### config.mk
export PLATFORM = sky130hd
export DESIGN_NAME = execute_stage
export DESIGN_NICKNAME = d
export VERILOG_FILES = /design/src/rtl/execute_stage_pkg.sv /design/src/rtl/execute_stage_alu.sv /design/src/rtl/execute_stage.sv
export SDC_FILE = /design/constraint.sdc
export NUM_CORES = 1
export LEC_CHECK = 0
export CELL_PAD_IN_SITES_DETAIL_PLACEMENT = 1
export CELL_PAD_IN_SITES_GLOBAL_PLACEMENT = 1
export CORE_MARGIN = 5
export CORE_UTILIZATION = 48
export CTS_BUF_LIST = sky130_fd_sc_hd__clkbuf_8
export DETAILED_ROUTE_END_ITERATION = 8
export DONT_BUFFER_PORTS = 1
export PLACE_DENSITY = 0.84
export SYNTH_ARGS = -nofsm -noshare
export SYNTH_HDL_FRONTEND = slang
export SYNTH_SLANG_ARGS = --single-unit
export TNS_END_PERCENT = 50
### constraint.sdc
create_clock -name clk -period 3.9 [get_ports clk]
set_input_delay 0.975 -clock clk [delete_from_list [all_inputs] [get_ports clk]]
set_output_delay 0.975 -clock clk [all_outputs]
set_load 0.02 [all_outputs]
### src/rtl/execute_stage_pkg.sv
// Shared encodings for the execute stage: ALU opcodes, carry-select codes,
// condition-code bit positions and the control bundle carried into EX/MEM.
package execute_stage_pkg;

    typedef enum logic [1:0] {
        ALU_ADD  = 2'b00,
        ALU_SUB  = 2'b01,
        ALU_AND  = 2'b10,
        ALU_PASS = 2'b11
    } alu_op_e;

    typedef enum logic [1:0] {
        CSEL_HOLD  = 2'b00,
        CSEL_SET   = 2'b01,
        CSEL_CLEAR = 2'b10,
        CSEL_ALU   = 2'b11
    } carry_sel_e;

    localparam int FLAG_Z = 0;
    localparam int FLAG_N = 1;
    localparam int FLAG_C = 2;

    typedef struct packed {
        logic       wbAluToReg;
        logic       regWrite;
        logic       memRead;
        logic       memWrite;
        logic [2:0] regWriteAddress;
    } ex_ctrl_t;

    // Carry flag update chosen by the instruction's carry-select field.
    function automatic logic selectCarry(input carry_sel_e sel,
                                         input logic       oldCarry,
                                         input logic       aluCarry);
        logic c;
        c = oldCarry;
        case (sel)
            CSEL_HOLD:  c = oldCarry;
            CSEL_SET:   c = 1'b1;
            CSEL_CLEAR: c = 1'b0;
            CSEL_ALU:   c = aluCarry;
            default:    c = oldCarry;
        endcase
        return c;
    endfunction

endpackage

### src/rtl/execute_stage_alu.sv
// Combinational ALU: add, subtract, bitwise AND, or pass-through of the
// sign-extended immediate, with the carry-out of the add/subtract adder.
module alu
    import execute_stage_pkg::*;
#(
    parameter int WIDTH = 16
) (
    input  logic [WIDTH-1:0] a,
    input  logic [WIDTH-1:0] b,
    input  logic [WIDTH-1:0] imm,
    input  logic [1:0]       op,
    output logic [WIDTH-1:0] result,
    output logic             carry
);

    logic [WIDTH:0] w_sum;

    // Subtraction reuses the adder as a + ~b + 1 so its carry means a >= b unsigned.
    always_comb begin
        w_sum  = '0;
        result = '0;
        carry  = 1'b0;
        case (alu_op_e'(op))
            ALU_ADD: begin
                w_sum  = {1'b0, a} + {1'b0, b};
                result = w_sum[WIDTH-1:0];
                carry  = w_sum[WIDTH];
            end
            ALU_SUB: begin
                w_sum  = {1'b0, a} + {1'b0, ~b} + {{WIDTH{1'b0}}, 1'b1};
                result = w_sum[WIDTH-1:0];
                carry  = w_sum[WIDTH];
            end
            ALU_AND: begin
                result = a & b;
            end
            ALU_PASS: begin
                result = imm;
            end
            default: begin
                result = '0;
            end
        endcase
    end

endmodule

### src/rtl/execute_stage.sv
// Execute stage: ALU plus condition-code logic feeding the EX/MEM pipeline
// register, with stall (hold) and flush (bubble) control.
module execute_stage
    import execute_stage_pkg::*;
#(
    parameter int WIDTH = 16
) (
    input  logic             clk,
    input  logic             rst,
    input  logic [1:0]       ALUOp,
    input  logic [1:0]       carrySelect,
    input  logic             WB_ALUtoReg,
    input  logic             RegWrite,
    input  logic             MemRead,
    input  logic             MemWrite,
    input  logic [WIDTH-1:0] read_data1,
    input  logic [WIDTH-1:0] read_data2,
    input  logic [WIDTH-1:0] sign_extend,
    input  logic [2:0]       reg_write_address,
    input  logic             stall,
    input  logic             flush,
    output logic [WIDTH-1:0] alu_result_r,
    output logic [WIDTH-1:0] store_data_r,
    output logic             WB_ALUtoReg_r,
    output logic             RegWrite_r,
    output logic             MemRead_r,
    output logic             MemWrite_r,
    output logic [2:0]       reg_write_address_r,
    output logic [2:0]       flags_r
);

    logic [WIDTH-1:0] w_aluResult;
    logic             w_aluCarry;
    logic [2:0]       w_flagsNext;
    ex_ctrl_t         w_ctrlIn;

    logic [WIDTH-1:0] r_aluResult;
    logic [WIDTH-1:0] r_storeData;
    ex_ctrl_t         r_ctrl;
    logic [2:0]       r_flags;

    alu #(.WIDTH(WIDTH)) u_alu (
        .a      (read_data1),
        .b      (read_data2),
        .imm    (sign_extend),
        .op     (ALUOp),
        .result (w_aluResult),
        .carry  (w_aluCarry)
    );

    assign w_ctrlIn = '{
        wbAluToReg:      WB_ALUtoReg,
        regWrite:        RegWrite,
        memRead:         MemRead,
        memWrite:        MemWrite,
        regWriteAddress: reg_write_address
    };

    // Z/N follow only register-writing ALU results; immediate loads leave them alone.
    always_comb begin
        w_flagsNext         = r_flags;
        w_flagsNext[FLAG_C] = selectCarry(carry_sel_e'(carrySelect), r_flags[FLAG_C], w_aluCarry);
        if (RegWrite && (alu_op_e'(ALUOp) != ALU_PASS)) begin
            w_flagsNext[FLAG_Z] = (w_aluResult == '0);
            w_flagsNext[FLAG_N] = w_aluResult[WIDTH-1];
        end
    end

    // EX/MEM register: reset beats flush beats stall; flags move only on a real load.
    always_ff @(posedge clk) begin
        if (rst) begin
            r_aluResult <= '0;
            r_storeData <= '0;
            r_ctrl      <= '0;
            r_flags     <= '0;
        end else if (flush) begin
            r_aluResult <= '0;
            r_storeData <= '0;
            r_ctrl      <= '0;
        end else if (!stall) begin
            r_aluResult <= w_aluResult;
            r_storeData <= read_data2;
            r_ctrl      <= w_ctrlIn;
            r_flags     <= w_flagsNext;
        end
    end

    assign alu_result_r        = r_aluResult;
    assign store_data_r        = r_storeData;
    assign WB_ALUtoReg_r       = r_ctrl.wbAluToReg;
    assign RegWrite_r          = r_ctrl.regWrite;
    assign MemRead_r           = r_ctrl.memRead;
    assign MemWrite_r          = r_ctrl.memWrite;
    assign reg_write_address_r = r_ctrl.regWriteAddress;
    assign flags_r             = r_flags;

endmodule

==> results of run 1 <==
-- final timing paths --
check | startpoint | end | slack, ps | cells after the start
worst min-delay path | alu_result_r[15] | alu_result_r[15] | 570 | 2
worst min register to register | alu_result_r[15] | alu_result_r[15] | 570 | 2
worst max-delay path | read_data1[0] | flags_r[0] | 410 | 12
worst max register to register | flags_r[2] | flags_r[2] | 2950 | 3
-- state kept, by name, summed over array words and instances, names as in the netlist --
register,cells
MemWrite_r,1
store_data_r,16
alu_result_r,16
MemRead_r,1
RegWrite_r,1
reg_write_address_r,3
flags_r,3
WB_ALUtoReg_r,1
-- area by class of cell --
class                           count  share of cell area (%)
Clock buffer                        5                    1.83
Sequential cell                    42                    22.4
Inverter                           37                    3.69
Clock inverter                      3                   0.466
Tap cell                           99                    3.29
Multi-Input combinational cell    362                    68.0
Timing Repair Buffer                2                   0.399
-- worst reg2reg max path, cell delays in order, from the launching register on --
cell,delay (ps)
dfxtp_1,470
a21oi_1,80
a211oi_1,220
a31o_1,130
-- cells in the mapped netlist (all sizes together), types with 2 or more instances --
cell type | n | area (um^2)
nand3 | 8 | 40.0
o2111ai | 2 | 17.5
nor2 | 69 | 259
mux2 | 3 | 33.8
fa | 2 | 40.0
nand2b | 7 | 43.8
inv | 36 | 135
mux2i | 38 | 380
dfxtp | 42 | 841
a211o | 4 | 35.0
clkbuf | 10 | 37.5
o211ai | 4 | 30.0
o211a | 2 | 20.0
a21o | 7 | 52.6
a211oi | 12 | 95.1
and2 | 3 | 18.8
ha | 33 | 413
or4 | 4 | 33.8
nand3b | 2 | 15.0
o2bb2ai | 2 | 17.5
nand4 | 4 | 25.0
buf | 15 | 73.8
a221o | 2 | 20.0
nor2b | 9 | 56.3
a311oi | 6 | 52.6
a21oi | 31 | 166
nor3 | 11 | 55.1
a31oi | 6 | 37.5
a41oi | 3 | 45.1
nand2 | 29 | 109
a2111o | 2 | 22.5
o21a | 3 | 23.8
xor2 | 3 | 26.3
o21bai | 2 | 15.0
xnor2 | 3 | 26.3
o21ai | 27 | 139
-- logic make-up after synthesis --
logic type,Yosys count,synth area share (%)
xor+xnor,6,1.44
compound gates,128,25.2
mux,42,12.0
buf+inv,62,6.86
simple gates,151,19.0
flops,42,23.1
fa+ha+maj,35,12.4
-- stage by stage --
| stage | instances | worst slack [ps] | hold slack (ps) | power, uW | util [%] |
|---|---|---|---|---|---|
| after floorplan | 466 | 344 | 527 | 782 | - |
| after global placement | 542 | 202 | 550 | 837 | 50.1 |
| after detailed placement | 542 | 118 | 557 | 847 | 50.1 |
| after CTS | 550 | 444 | 577 | 1150 | 51.3 |
| after global routing | 550 | 225 | 579 | 1210 | 51.3 |
| final | 550 | 406 | 574 | 1140 | 51.3 |
-- power by group through the flow --
| stage | sequential [uW] | combinational, uW | clock [uW] |
|---|---|---|---|
| floorplan | 483 | 299 | 0 |
| global placement | 487 | 350 | 0 |
| detailed placement | 488 | 359 | 0 |
| CTS | 478 | 361 | 310 |
| global route | 479 | 404 | 328 |
| finish | 477 | 364 | 298 |
-- layer usage --
metal	share of wire, %	up-vias
met5	0	-
met4	1.8	0
met3	6.3	16
met2	50	104
met1	42	1635
li1	-	1630
==> impl_metrics.py, run 1 <==
metrics = {
    "sta": {
        "drv_slew": 0,
        "fmax_ghz": 0.286,
        "setup_tns_ps": 0,
        "rsz0062_at_grt": "false",
        "fin_crit_sh_pct": 89.6,
        "finalSetupViolations": 0,
        "finClkSkew_ps": 0,
        "hold_violations": 0,
        "finalCriticalPeriod_ps": 3490,
        "relSlewSlack_pct": 48.4,
        "tightest_slew_ps": 774,
    },
    "placed_design": {
        "gp_congestion": 0.895,
        "dp_hpwl_mm": 8.68,
        "placed_area_um2": 3670,
        "portBuffers": 0,
    },
    "clock_network": {
        "post_cts_resized": 0,
        "hold_buffers": 0,
        "cts_tree": "yes",
        "cts_num_sinks": 42,
        "root_buffer": "clkbuf_8",
        "cts_buffers": 5,
        "clk_latency_ps": 300,
        "cts_setup_buffers": 0,
        "htreeDepth": 2,
        "clkSlewWorstSetupHoldPaths_ps": 90,
        "clk_path_buf_depth": 2,
    },
    "worst_setup_path": {
        "cp_data_arrival_time_ps": 3730,
        "crit_fanout": 2,
        "slowest_stage": "or4_1",
        "worst_ep_required_time_ps": 4140,
        "path_cells": "inv_1 > ha_1 > fa_1 > nor2b_1 > o2111ai_1 > a31oi_1 > a41o_1 > mux2i_1 > a2111oi_2 > nand4_1 > or4_1 > o21ai_1",
        "crit_family": "compound AO/OA/AOI/OAI gates",
        "start_kind": "input pin",
        "path_class": "in -> reg",
        "critPathBufInv": 1,
        "cpPeakStageDelay_ps": 440,
        "cp-end-kind": "flop",
    },
    "logic_synthesis": {
        "seq_area_frac_synth_pct": 23.1,
        "syn_nets": 564,
        "yosys_warnings": 0,
        "syn_area_per_cell_um2": 7.82,
        "synth-main-ff-cell": "dfxtp_1",
        "async_flop_share_pct": 0,
        "synth_cell_types": 66,
        "syn_inst": 466,
        "synth_seq_cells": 42,
        "netlist_area_um2": 3650,
        "synth_edf_count": 0,
    },
    "layout": {
        "seqCellArea_um2": 841,
        "final_cell_mix": "nor2_1 (69), dfxtp_1 (42), mux2i_1 (38)",
        "design_area_um2": 3760,
        "fillers": 918,
        "nNetsFinal": 548,
        "layout_commonest_cell": "nor2_1",
        "drive_above_1_share_pct": 5.99,
        "multi_input_area_um2": 2550,
        "area_growth_pct": 3.12,
        "diodes": 0,
    },
    "power": {
        "swShare_pct": 37.0,
        "p_leak_uw": 0.00165,
        "vdd_ir_drop_max_mv": 0.144,
        "power_density_nw_per_um2": 303,
        "power_frac_clock_pct": 26.1,
        "p_sw_uw": 421,
        "intPower_uw": 718,
        "sequentialPowerShare_pct": 41.9,
        "pwr-share-comb_pct": 32.0,
    },
    "die": {
        "initial_utilization_pct": 49.7,
        "core_um2": 7330,
        "core.rowCount": 31,
        "die_h_um": 97.2,
        "io_pins": 105,
        "chipWidth_um": 97.2,
        "die_area_um2": 9440,
    },
    "grt": {
        "top_usage_layer": "met2",
        "grtUsageMet3_pct": 6.17,
        "grt-ovfl-total": 0,
        "gr-usage-all-layers_pct": 23.6,
        "grt_pass1_wl_mm": 18.4,
        "grtUsageMet2_pct": 42.3,
        "grt_pass1_vias": 3648,
        "antenna_found_initial": 0,
        "use_met1_pct": 27.5,
        "grt_max_degree": 46,
    },
    "route": {
        "drt_iter0_drc": 146,
        "wl_per_cell_um": 20.4,
        "drc_errors": 0,
        "vias": 3385,
        "routed_wl_mm": 11.2,
        "post_drt_via_cell_ratio": 6.15,
        "drt.antenna.violating_nets": 0,
        "firstDrtPassIters": 4,
    },
    "status": {
        "status": "complete, no violations",
    },
    "flow_run": {
        "max_cap_violations": 0,
    },
    "hold_path": {
        "holdCritPathClass": "reg -> reg",
    },
}
Note: power is estimated with default switching activity, not from simulation.
==> run 2, diff against run 1 <==
Settings changed: ABC_CLOCK_PERIOD_IN_PS set to 3900.
==> results of run 2 <==
No change in the layout: final DEF, timing and power equal those of run 1.
